`config.mk`:
```
export PLATFORM = sky130hd
export DESIGN_NAME = hazard_scoreboard_flat
export DESIGN_NICKNAME = d
export VERILOG_FILES = /design/src/rtl/hazard_scoreboard_if.sv /design/src/rtl/hazard_scoreboard.sv /design/src/flat_wrapper.sv
export SDC_FILE = /design/constraint.sdc
export NUM_CORES = 1
export LEC_CHECK = 0
export BUFFER_PORTS_ARGS = -buffer_cell sky130_fd_sc_hd__buf_2
export CORE_AREA = 10 10 102 104
export DETAILED_ROUTE_END_ITERATION = 8
export DIE_AREA = 0 0 112 114
export GPL_TIMING_DRIVEN = 0
export PLACE_DENSITY = 0.63
export SYNTH_ARGS = -nofsm -noshare
export SYNTH_HDL_FRONTEND = slang
export SYNTH_SLANG_ARGS = --single-unit
```
`constraint.sdc`:
```
create_clock -name CLK -period 5.6 [get_ports CLK]
set_clock_uncertainty 0.2 [all_clocks]
set_input_delay 1.4 -clock CLK [delete_from_list [all_inputs] [get_ports CLK]]
set_output_delay 1.4 -clock CLK [all_outputs]
set_load 0.02 [all_outputs]
```
`src/rtl/hazard_scoreboard_if.sv`:
```
// hazard_scoreboard_if: ID-stage operand/hazard bundle between control path and hazard scoreboard
// master: drives ID instruction info and branch resolution, receives forward selects, enables, counters
// slave: the scoreboard side
interface hazard_scoreboard_if #(
   parameter int NUM_SRC    = 3,
   parameter int REG_AW     = 4,
   parameter int FWD_STAGES = 3,
   parameter int CNT_W      = 16
);
   localparam int SEL_W = $clog2(FWD_STAGES + 1);
   logic                      id_valid;
   logic                      id_rf_en;
   logic                      id_load;
   logic [REG_AW-1:0]         id_rd;
   logic [NUM_SRC*REG_AW-1:0] id_rs;
   logic [NUM_SRC-1:0]        id_rs_used;
   logic                      ex_branch_taken;
   logic [NUM_SRC*SEL_W-1:0]  fwd_sel;
   logic                      pc_le;
   logic                      ifid_le;
   logic                      nop_sel;
   logic                      ifid_flush;
   logic [CNT_W-1:0]          stall_cnt;
   logic [CNT_W-1:0]          flush_cnt;
   modport master (
      output id_valid, id_rf_en, id_load, id_rd, id_rs, id_rs_used, ex_branch_taken,
      input  fwd_sel, pc_le, ifid_le, nop_sel, ifid_flush, stall_cnt, flush_cnt
   );
   modport slave (
      input  id_valid, id_rf_en, id_load, id_rd, id_rs, id_rs_used, ex_branch_taken,
      output fwd_sel, pc_le, ifid_le, nop_sel, ifid_flush, stall_cnt, flush_cnt
   );
endinterface

```
`src/rtl/hazard_scoreboard.sv`:
```
// hazard_scoreboard: shifting EX..WB destination scoreboard driving forwarding, load-use stall and branch flush
// CLK: rising-edge clock; CLR: asynchronous active-low reset
// bus (slave): ID instruction info + branch in; fwd_sel, pc_le, ifid_le, nop_sel, ifid_flush, event counters out
module hazard_scoreboard #(
   parameter int NUM_SRC        = 3,
   parameter int REG_AW         = 4,
   parameter int FWD_STAGES     = 3,
   parameter int LOAD_MIN_STAGE = 1,
   parameter int FWD_EN         = 1,
   parameter int PC_REG         = 15,
   parameter int CNT_W          = 16
) (
   input logic                CLK,
   input logic                CLR,
   hazard_scoreboard_if.slave bus
);
   localparam int SEL_W = $clog2(FWD_STAGES + 1);
   logic [FWD_STAGES-1:0]    v_q, v_d, rf_q, rf_d, ld_q, ld_d;
   logic [REG_AW-1:0]        rd_q [FWD_STAGES];
   logic [REG_AW-1:0]        rd_d [FWD_STAGES];
   logic [CNT_W-1:0]         stall_cnt_q, stall_cnt_d, flush_cnt_q, flush_cnt_d;
   logic [NUM_SRC-1:0]       haz;
   logic [NUM_SRC*SEL_W-1:0] sel;
   logic [REG_AW-1:0]        rs;
   logic                     hit, hit_ld, stall, push, br;
   int                       idx;
   assign br = bus.ex_branch_taken;
   // scan oldest to youngest so the youngest matching entry is the one left standing
   always_comb begin
      haz = '0;
      sel = '0;
      rs = '0;
      hit = 1'b0;
      hit_ld = 1'b0;
      idx = 0;
      for (int k = 0; k < NUM_SRC; k++) begin
         rs = bus.id_rs[k*REG_AW +: REG_AW];
         hit = 1'b0;
         hit_ld = 1'b0;
         idx = 0;
         for (int i = FWD_STAGES - 1; i >= 0; i--)
            if (bus.id_rs_used[k] && rs != REG_AW'(PC_REG) && v_q[i] && rf_q[i] && rd_q[i] == rs) begin
               hit = 1'b1;
               hit_ld = ld_q[i];
               idx = i;
            end
         haz[k] = (FWD_EN != 0) ? (hit & hit_ld & (idx < LOAD_MIN_STAGE)) : hit;
         sel[k*SEL_W +: SEL_W] = (FWD_EN != 0 && hit && !haz[k]) ? SEL_W'(idx + 1) : '0;
      end
   end
   // a taken branch kills the ID instruction, so it also cancels any stall it would cause
   assign stall = bus.id_valid & (|haz) & ~br;
   assign push  = bus.id_valid & ~stall & ~br;
   always_comb begin
      v_d  = (v_q << 1) | FWD_STAGES'(push);
      rf_d = (rf_q << 1) | FWD_STAGES'(push & bus.id_rf_en);
      ld_d = (ld_q << 1) | FWD_STAGES'(push & bus.id_load);
      rd_d[0] = bus.id_rd;
      for (int i = 1; i < FWD_STAGES; i++) rd_d[i] = rd_q[i-1];
      stall_cnt_d = (stall && !(&stall_cnt_q)) ? stall_cnt_q + CNT_W'(1) : stall_cnt_q;
      flush_cnt_d = (br && !(&flush_cnt_q)) ? flush_cnt_q + CNT_W'(1) : flush_cnt_q;
   end
   always_ff @(posedge CLK or negedge CLR)
      if (!CLR) begin
         v_q <= '0;
         rf_q <= '0;
         ld_q <= '0;
         rd_q <= '{default: '0};
         stall_cnt_q <= '0;
         flush_cnt_q <= '0;
      end else begin
         v_q <= v_d;
         rf_q <= rf_d;
         ld_q <= ld_d;
         rd_q <= rd_d;
         stall_cnt_q <= stall_cnt_d;
         flush_cnt_q <= flush_cnt_d;
      end
   assign bus.fwd_sel    = sel;
   assign bus.pc_le      = ~stall;
   assign bus.ifid_le    = ~stall;
   assign bus.nop_sel    = stall | br;
   assign bus.ifid_flush = br;
   assign bus.stall_cnt  = stall_cnt_q;
   assign bus.flush_cnt  = flush_cnt_q;
endmodule

```
`src/flat_wrapper.sv`:
```
// flat-port wrapper written by rule: the top's interface ports become plain ports
module hazard_scoreboard_flat 
#(
   parameter int NUM_SRC        = 3,
   parameter int REG_AW         = 4,
   parameter int FWD_STAGES     = 3,
   parameter int LOAD_MIN_STAGE = 1,
   parameter int FWD_EN         = 1,
   parameter int PC_REG         = 15,
   parameter int CNT_W          = 16
)
  (CLK, CLR, bus_id_valid, bus_id_rf_en, bus_id_load, bus_id_rd, bus_id_rs, bus_id_rs_used, bus_ex_branch_taken, bus_fwd_sel, bus_pc_le, bus_ifid_le, bus_nop_sel, bus_ifid_flush, bus_stall_cnt, bus_flush_cnt);
  hazard_scoreboard_if #(.NUM_SRC(NUM_SRC), .REG_AW(REG_AW), .FWD_STAGES(FWD_STAGES), .CNT_W(CNT_W)) bus_i ();
  input logic CLK;
  input logic CLR;
  input wire logic [$bits(bus_i.id_valid)-1:0] bus_id_valid;
  input wire logic [$bits(bus_i.id_rf_en)-1:0] bus_id_rf_en;
  input wire logic [$bits(bus_i.id_load)-1:0] bus_id_load;
  input wire logic [$bits(bus_i.id_rd)-1:0] bus_id_rd;
  input wire logic [$bits(bus_i.id_rs)-1:0] bus_id_rs;
  input wire logic [$bits(bus_i.id_rs_used)-1:0] bus_id_rs_used;
  input wire logic [$bits(bus_i.ex_branch_taken)-1:0] bus_ex_branch_taken;
  output wire logic [$bits(bus_i.fwd_sel)-1:0] bus_fwd_sel;
  output wire logic [$bits(bus_i.pc_le)-1:0] bus_pc_le;
  output wire logic [$bits(bus_i.ifid_le)-1:0] bus_ifid_le;
  output wire logic [$bits(bus_i.nop_sel)-1:0] bus_nop_sel;
  output wire logic [$bits(bus_i.ifid_flush)-1:0] bus_ifid_flush;
  output wire logic [$bits(bus_i.stall_cnt)-1:0] bus_stall_cnt;
  output wire logic [$bits(bus_i.flush_cnt)-1:0] bus_flush_cnt;
  assign bus_i.id_valid = bus_id_valid;
  assign bus_i.id_rf_en = bus_id_rf_en;
  assign bus_i.id_load = bus_id_load;
  assign bus_i.id_rd = bus_id_rd;
  assign bus_i.id_rs = bus_id_rs;
  assign bus_i.id_rs_used = bus_id_rs_used;
  assign bus_i.ex_branch_taken = bus_ex_branch_taken;
  assign bus_fwd_sel = bus_i.fwd_sel;
  assign bus_pc_le = bus_i.pc_le;
  assign bus_ifid_le = bus_i.ifid_le;
  assign bus_nop_sel = bus_i.nop_sel;
  assign bus_ifid_flush = bus_i.ifid_flush;
  assign bus_stall_cnt = bus_i.stall_cnt;
  assign bus_flush_cnt = bus_i.flush_cnt;
  hazard_scoreboard #(.NUM_SRC(NUM_SRC), .REG_AW(REG_AW), .FWD_STAGES(FWD_STAGES), .LOAD_MIN_STAGE(LOAD_MIN_STAGE), .FWD_EN(FWD_EN), .PC_REG(PC_REG), .CNT_W(CNT_W)) u_core (.CLK(CLK), .CLR(CLR), .bus(bus_i));
endmodule
```
After elaboration in Yosys (flattened, before gate mapping)
Cells that the tools add are included.
{ "totals": {"reg_bits": 53, "output_inout_bits": 42, "wordCells": 119} }
{ "classes": {"n_addsub": 5, "n_lt_le_gt_ge": 3, "n_eq_ne": 12, "muxes": 30, "n_bitwise": 18, "reduce_logical": 43} }
{ "ops": {"columns": ["operator", "count"], "rows": [
  ["2-to-1 mux 32 bit", 2],
  ["== test 4 bit", 9],
  ["logical AND 1 bit", 35],
  ["adder 16 x 1 -> 16 bit (second input constant)", 2],
  ["less-than comparator 32 x 2 -> 1 bit (second input constant)", 1],
  ["AND reduction 16 bit", 2],
  ["2-to-1 mux 2 bit", 10],
  ["2-to-1 mux 1 bit", 18],
  ["bitwise AND 1 bit", 12],
  ["!= test 4 bit (second input constant)", 3],
  ["OR 3 bit", 2],
  ["logical NOT 1 bit", 5],
  ["adder 2 x 1 -> 2 bit (second input constant)", 2],
  ["less-than comparator 2 x 1 -> 1 bit (second input constant)", 2],
  ["OR 3 x 1 -> 3 bit", 1],
  ["OR reduction 3 bit", 1],
  ["adder 2 bit (second input constant)", 1],
  ["NOT 1 bit", 2],
  ["OR 1 bit", 1]
]} }

Longest topological paths before layout
Gate-level depths: netlist of the first run.
{ "logic_depth": {"ltp_word": 18, "ltp_mapped": 12, "depth_no_buf": 10} }

Worst setup path before layout of the first run
No wires, ideal clock.
{ "synth_timing": {"kind": "input-to-output", "start": "input port bus_id_rs[6]", "end": "output port bus_pc_le", "t_arrival_ps": 3617, "path_slack_ps": 383, "stages": 12, "path_cell_list": "xor2_1 -> nor4_1 -> nor3b_1 -> nand2_1 -> ha_1 -> o31ai_1 -> a31oi_1 -> or3_1 -> buf_6 -> nand2_1 -> or2_1 -> buf_4"} }
{ "synth_via": {"elab_chain_len": 14, "word_cells_on_any_way": 30, "cone_classes": "order compare (1); eq/ne (4); mux (9); bitwise (5); reduce/logical (11)"} }
{ "synth_lines": {"columns": ["item", "line", "text"], "rows": [
  ["start, declared", "flat_wrapper.sv:20", "input wire logic [$bits(bus_i.id_rs)-1:0] bus_id_rs;"],
  ["!= test 4 bit", "hazard_scoreboard.sv:42", "if (bus.id_rs_used[k] && rs != REG_AW'(PC_REG) && v_q[i] && rf_q[i] && rd_q[i] == rs) begin"],
  ["logical AND 1 bit (4 in a row)", "hazard_scoreboard.sv:42", null],
  ["2-to-1 mux 2 bit / 2-to-1 mux 1 bit (equally long branches) (3 in a row)", "hazard_scoreboard.sv:42", null],
  ["less-than comparator 2 x 1 -> 1 bit / bitwise AND 1 bit (equally long branches)", "hazard_scoreboard.sv:47", "haz[k] = (FWD_EN != 0) ? (hit & hit_ld & (idx < LOAD_MIN_STAGE)) : hit;"],
  ["bitwise AND 1 bit *", "hazard_scoreboard.sv:47", null],
  ["OR reduction 3 bit *", "hazard_scoreboard.sv:52", "assign stall = bus.id_valid & (|haz) & ~br;"],
  ["bitwise AND 1 bit * (2 in a row)", "hazard_scoreboard.sv:52", null],
  ["NOT 1 bit *", null, null],
  ["end, declared", "flat_wrapper.sv:24", "output wire logic [$bits(bus_i.pc_le)-1:0] bus_pc_le;"]
]} }
Every way passes the cells marked *; elsewhere a longest branch is shown, timed or not.

Worst setup path in the final report of the first run
{ "layout_timing": {"start": "input port bus_id_rs[4]", "end": "output port bus_pc_le"} }
{ "layout_via": {"elab_chain_len": 14, "word_cells_on_any_way": 30, "cone_classes": "order compare (1); eq/ne (4); mux (9); bitwise (5); reduce/logical (11)"} }
{ "layout_lines": {"columns": ["item", "line", "text"], "rows": [
  ["!= test 4 bit", "hazard_scoreboard.sv:42", null],
  ["logical AND 1 bit (4 in a row)", "hazard_scoreboard.sv:42", null],
  ["2-to-1 mux 2 bit / 2-to-1 mux 1 bit (equally long branches) (3 in a row)", "hazard_scoreboard.sv:42", null],
  ["less-than comparator 2 x 1 -> 1 bit / bitwise AND 1 bit (equally long branches)", "hazard_scoreboard.sv:47", null],
  ["bitwise AND 1 bit *", "hazard_scoreboard.sv:47", null],
  ["OR reduction 3 bit *", "hazard_scoreboard.sv:52", null],
  ["bitwise AND 1 bit * (2 in a row)", "hazard_scoreboard.sv:52", null],
  ["NOT 1 bit *", "hazard_scoreboard.sv:80", "assign bus.pc_le = ~stall;"]
]} }
Marked as above.

==> qor.txt, run 1 <==
status = finished, final reports clean
slew margin rel. = 24.0%
full die area = 12800 um2
register bit total from synthesis = 53
root buf cell = clkbuf_8
Syn Inst Count = 278
Synth top cells by count = 53 x dfrtp_1, 45 x xnor2_1, 21 x nand2_1, 20 x xor2_1, 18 x nand3_1
Switching Fraction = 31.4%
fill count = 834
synthesized area per cell = 10.5 um2
Final WS setup = 0.148 ns
Fin. Hold Viols = 0
worst skew pair latency = 0.30 ns
Cell variety after synth = 45
routability cong. = 0.824
global-route usage over all layers = 10.6%
CP Launch Type = input port
Via density = 4.92
Setup violations, final = 0
largest cells by area after synthesis = dfrtp_1 45%, xnor2_1 13%, xor2_1 6.0%
most frequent cell after synthesis = dfrtp_1
Internal = 0.568 mW
via count = 2270
remaining antenna violation count after routing = 0
vias in the first global route = 2278
Mapped Area = 2930 um2
Critical-path top delay cell = or4_1
Worst-Margin Slew = 1.14 ns
reg-to-reg startpoint = u_core.rd_d[2]
Power Density = 233 nW/um2
Min-Delay Path Class = register to register
Worst Hold Path EP = u_core.ld_q[2]
delay of the slowest cell on the worst path = 0.60 ns
maxcap violations = 0
P_sw = 0.259 mW
beginning of the worst hold path = u_core.ld_q[1]
Seq/Total Area, Yosys = 45.3%
CTS Hold Bufs = 0
critical path class = input port to primary output
Yosys warning total = 0
Layout area overhead = 21.2%
clk buf depth = 2
Final Max Tran Viols = 0
register area = 1330 um2
Leakage = 1.61 nW
CP max FO = 8
core box area = 8470 um2
Seq pwr share = 55.2%
final net count = 382
port bufs = 66
DP Worst Slack = -0.0649 ns
CTS Buf Count = 5
post-synth net total = 308
largest net degree at the start of global routing = 54
Final Cycle Share = 97.4%
Synth area leader = dfrtp_1
R2R cell count = 11
reg-to-reg endpoint = u_core.bus.stall_cnt[1]
WHS Path Cells = 0
row count = 34
Ports = 67
area occupied by multi-input gates = 1580 um2
Worst EP arrival = 3.85 ns
most common flop cell mapped by yosys = dfrtp_1
die width = 112 um
ant diodes = 0
Async S/R FF share, synth = 100%
Peak Freq = 183 MHz
Crit path required time = 4.00 ns
VDD IR-drop max = 286 uV
CTS H-tree depth = 2
Post-DP HPWL = 5380 um
Starting Density = 34.6%
DRT Pass-1 Iters = 4
final wirelength = 6910 um
combinational share of power = 20.0%
clock power share = 24.7%
first-pass GRT wire length = 11500 um
setup TNS = 0 ns
minimum clock period = 5.45 ns
Reg clk slew, reported paths = 0.08 ns
R2R Setup Slk = 2.58 ns
number of remaining DRC errors = 0
CP Capture Type = primary output
ratio of cells with drive above 1 in the final layout = 29.7%
Post-synth EDFFs = 0
CTS tree = yes
Starting DRT DRC Count = 74
initial antenna violation count = 0
CTS Sinks = 53
Critical Path, Cell by Cell = buf_2 > xnor2_1 > nand3_1 > or4_1 > nand3_1 > ha_1 > o31ai_1 > a31oi_1 > or3_4 > buf_6 > nand2_1 > or2_1 > buf_4 > buf_2
post-synth top area share = 45.3%
Die Y = 114 um
GRT overflow = 0
WL/cell = 15.0 um
## cells by family (layout without fill, tap and decap cells)
family	count (synthesis)	in the layout	synth area share [%]
buffers and inverters	14	89	2.91
AND/OR/NAND/NOR	121	121	24.0
flip-flops	53	53	45.3
multiplexers	3	3	1.24
XOR/XNOR	65	65	19.4
AO/OA/AOI/OAI	17	17	4.96
adder cells (fa/ha/maj)	5	5	2.14
## registers in the layout, indices dropped and copies added, names as in the netlist
name                  count
u_core.ld_q               3
u_core.rd_q               4
u_core.bus.flush_cnt     16
u_core.rd_d               8
u_core.bus.stall_cnt     16
u_core.v_q                3
u_core.rf_q               3
## cell type report
cell class,count,share of cell area (%)
Inverter,8,0.847
Sequential cell,53,37.4
Buffer,6,1.55
Multi-Input combinational cell,211,44.4
Timing Repair Buffer,67,9.52
Clock buffer,5,1.94
Clock inverter,3,0.494
Tap cell,108,3.81
## how the worst max path moves through the flow
stage,start,end,slack (ns),cells past startpoint
after floorplan,bus_id_rs[6],bus_pc_le,0.38,12
after global placement,bus_id_rs[6],bus_pc_le,-0.04,14
after detailed placement,bus_id_rs[6],bus_pc_le,-0.06,14
after CTS,bus_id_rs[2],bus_pc_le,0.003,13
after global routing,bus_id_rs[5],bus_pc_le,-0.0007,14
final,bus_id_rs[4],bus_pc_le,0.15,14
## cells in the final DEF, fill, tap and decap left out, drive strengths merged, types with 2 or more instances in the layout
cell,n
buf,73
dfrtp,53
xnor2,45
nand3,25
nand2,23
xor2,20
nand4,18
nor2,17
inv,8
and3,6
nor3,5
ha,5
clkbuf,5
nor4,5
and2,4
nand2b,4
o31ai,4
a31oi,4
nor3b,3
or4,3
or3,3
a21oi,3
a2111o,2
clkinv,2
mux2,2
## metrics by stage
step	instances	instance area, um2	power [mW]	util (%)	hold WS, ns
after detailed placement	452	3390	0.627	40.1	0.158
final	461	3550	0.827	41.9	0.175
after floorplan	278	2930	0.556	-	0.147
after global placement	452	3390	0.622	40.1	0.154
after CTS	460	3490	0.838	41.3	0.178
after global routing	461	3550	0.878	41.9	0.192
## worst max-delay path, delay by kind of cell
kind	cells	cell delay, ns
and+or+nand+nor	6	1.32
buffers and inverters	4	0.56
AOI/OAI and AO/OA	2	0.27
adders and majority gates	1	0.17
xor gates and xnor gates	1	0.14
## power groups by stage
| stage | logic (mW) | registers [mW] | clock network (mW) |
|---|---|---|---|
| 6_report | 0.166 | 0.457 | 0.204 |
| 5_1_grt | 0.183 | 0.463 | 0.232 |
| 4_1_cts | 0.165 | 0.457 | 0.216 |
| 3_5_place_dp | 0.164 | 0.464 | 0 |
| 3_3_place_gp | 0.161 | 0.462 | 0 |
| 2_1_floorplan | 0.0696 | 0.486 | 0 |
## what timing repair did
action	4_1_cts	5_1_grt
buffers inserted	0	1
endpoints found under the hold margin	0	0
pin swaps	0	0
setup endpoints to repair	2	3
resized for setup	2	8
## routing by layer
layer	share of wire (%)	up-vias	GRT usage, %
met2	45	69	16.7
met1	47	1070	13.7
met4	1.4	0	3.05
li1	-	1120	-
met3	6.8	11	3.31
met5	0	-	0
Note: power is estimated with default switching activity, not from simulation.
==> run 2: changes to the inputs <==
--- a/config.mk
+++ b/config.mk
@@ -6,11 +6,13 @@
 export NUM_CORES = 1
 export LEC_CHECK = 0
 export BUFFER_PORTS_ARGS = -buffer_cell sky130_fd_sc_hd__buf_2
-export CORE_AREA = 10 10 102 104
+export CELL_PAD_IN_SITES_DETAIL_PLACEMENT = 2
+export CELL_PAD_IN_SITES_GLOBAL_PLACEMENT = 2
+export CORE_AREA = 10 10 104 106
 export DETAILED_ROUTE_END_ITERATION = 8
-export DIE_AREA = 0 0 112 114
+export DIE_AREA = 0 0 114 116
 export GPL_TIMING_DRIVEN = 0
-export PLACE_DENSITY = 0.63
+export PLACE_DENSITY = 0.86
 export SYNTH_ARGS = -nofsm -noshare
 export SYNTH_HDL_FRONTEND = slang
 export SYNTH_SLANG_ARGS = --single-unit
==> run 2 against run 1 <==
Critical endpoint unchanged. Final area up 1.4%. Maximum frequency hardly changed. Largest power group unchanged. Wire length grew 26%. Setup slack gained 0.0027 ns. Sequential power is essentially flat. Highest routed layer unchanged. Critical path depth unchanged. Combinational power up 5%. Non-clock buffer count rose by 1. Critical path type unchanged.
==> qor.txt, run 2 (synthesis gave the netlist of run 1 again) <==
via count = 2351
Layout area overhead = 22.9%
slew margin rel. = 18.5%
critical path class = input port to primary output
Internal = 0.576 mW
full die area = 13200 um2
port bufs = 66
clock power share = 27.0%
Worst EP arrival = 3.85 ns
setup TNS = 0 ns
maxcap violations = 0
Fin. Hold Viols = 0
GRT overflow = 0
Power Density = 241 nW/um2
final net count = 383
CTS Buf Count = 5
Die Y = 116 um
VDD IR-drop max = 194 uV
initial antenna violation count = 0
Final Cycle Share = 97.3%
leading cell type in the layout, fill and taps excluded = buf_2
CTS tree = yes
P_sw = 0.293 mW
WL/cell = 18.9 um
CP max FO = 8
Starting Density = 33.7%
root buf cell = clkbuf_8
DRT Pass-1 Iters = 4
Starting DRT DRC Count = 57
Post-DP HPWL = 6820 um
clk buf depth = 2
die width = 114 um
ratio of cells with drive above 1 in the final layout = 30.5%
Reg clk slew, reported paths = 0.11 ns
vias in the first global route = 2721
Crit path required time = 4.00 ns
Ports = 67
worst skew pair latency = 0.31 ns
first-pass GRT wire length = 14200 um
Worst-Margin Slew = 1.22 ns
Seq pwr share = 52.8%
Min-Delay Path Class = register to register
routability cong. = 0.784
global-route usage over all layers = 13.2%
Leakage = 1.64 nW
core box area = 8680 um2
Final WS setup = 0.150 ns
Peak Freq = 183 MHz
CTS H-tree depth = 2
combinational share of power = 20.1%
CP Capture Type = primary output
largest net degree at the start of global routing = 54
minimum clock period = 5.45 ns
status = finished, final reports clean
most frequent cells in the layout = 66 x buf_2, 53 x dfrtp_1, 45 x xnor2_1, 20 x nand2_1, 20 x xor2_1
Via density = 5.09
CP Launch Type = input port
remaining antenna violation count after routing = 0
final wirelength = 8740 um
row count = 34
Final Max Tran Viols = 0
Setup violations, final = 0
number of remaining DRC errors = 0
Switching Fraction = 33.7%
CTS Sinks = 53
ant diodes = 0
DP Worst Slack = -0.251 ns
[run 2: power by group through the flow]
stage                     Combinational [mW]  Clock (mW)  Sequential (mW)
final                                  0.175       0.235            0.459
after floorplan                       0.0696           0            0.486
after global placement                 0.160           0            0.463
after CTS                              0.176       0.243            0.459
after detailed placement               0.171           0            0.465
after global routing                   0.192       0.260            0.467
[run 2: path summary, 6_finish.rpt]
kind                                            end  cells after the start           start  slack [ns]
max                                       bus_pc_le                     14    bus_id_rs[8]        0.15
max in group asynchronous  u_core.bus.flush_cnt[10]                      1             CLR        3.32
max reg2reg                 u_core.bus.stall_cnt[1]                     11  u_core.rd_d[2]        2.54
min in group asynchronous  u_core.bus.stall_cnt[10]                      1             CLR        1.13
min                                   u_core.v_q[1]                      0   u_core.v_q[0]        0.19
min reg2reg                           u_core.v_q[1]                      0   u_core.v_q[0]        0.19
[run 2: what timing repair did]
item,CTS,global route
resized for setup,6,10
setup endpoints to repair,3,3
setup buffers,0,2
hold buffers,0,0
pin swaps,0,1
[run 2: layer usage]
metal  wire [um]  GRT usage [%]
met5           0              0
met4          45           2.67
met3         446           3.51
met2        4520           23.4
met1        3730           15.6
[run 2: worst max-delay path, stage by stage]
cell,delay [ns]
buf_2,0.14
xnor2_1,0.14
nand3_1,0.15
or4_4,0.55
nand3_1,0.10
ha_1,0.15
o31ai_1,0.08
a31oi_2,0.24
or3_4,0.18
buf_6,0.14
nand2_1,0.08
or2_1,0.22
buf_4,0.13
buf_4,0.15
[run 2: cell type report]
class / instances / area, um2
well taps: 108 / 135
clock inverters: 3 / 28.8
flip-flops and latches: 53 / 1330
repair buffers: 68 / 348
multi-input cells: 211 / 1610
plain buffers: 6 / 55.1
clock buffers: 5 / 68.8
fillers: 952 / 5080
inverters: 8 / 30.0
[run 2: through the flow]
step           power, mW  util (%)  instance area, um2  std cells  hold slack [ns]
2_1_floorplan      0.556         -                2930        278            0.147
3_3_place_gp       0.623      39.1                3390        452            0.153
3_5_place_dp       0.636      39.1                3390        452            0.163
4_1_cts            0.879      40.7                3540        460            0.183
5_1_grt            0.919      41.5                3600        462            0.201
6_report           0.869      41.5                3600        462            0.185
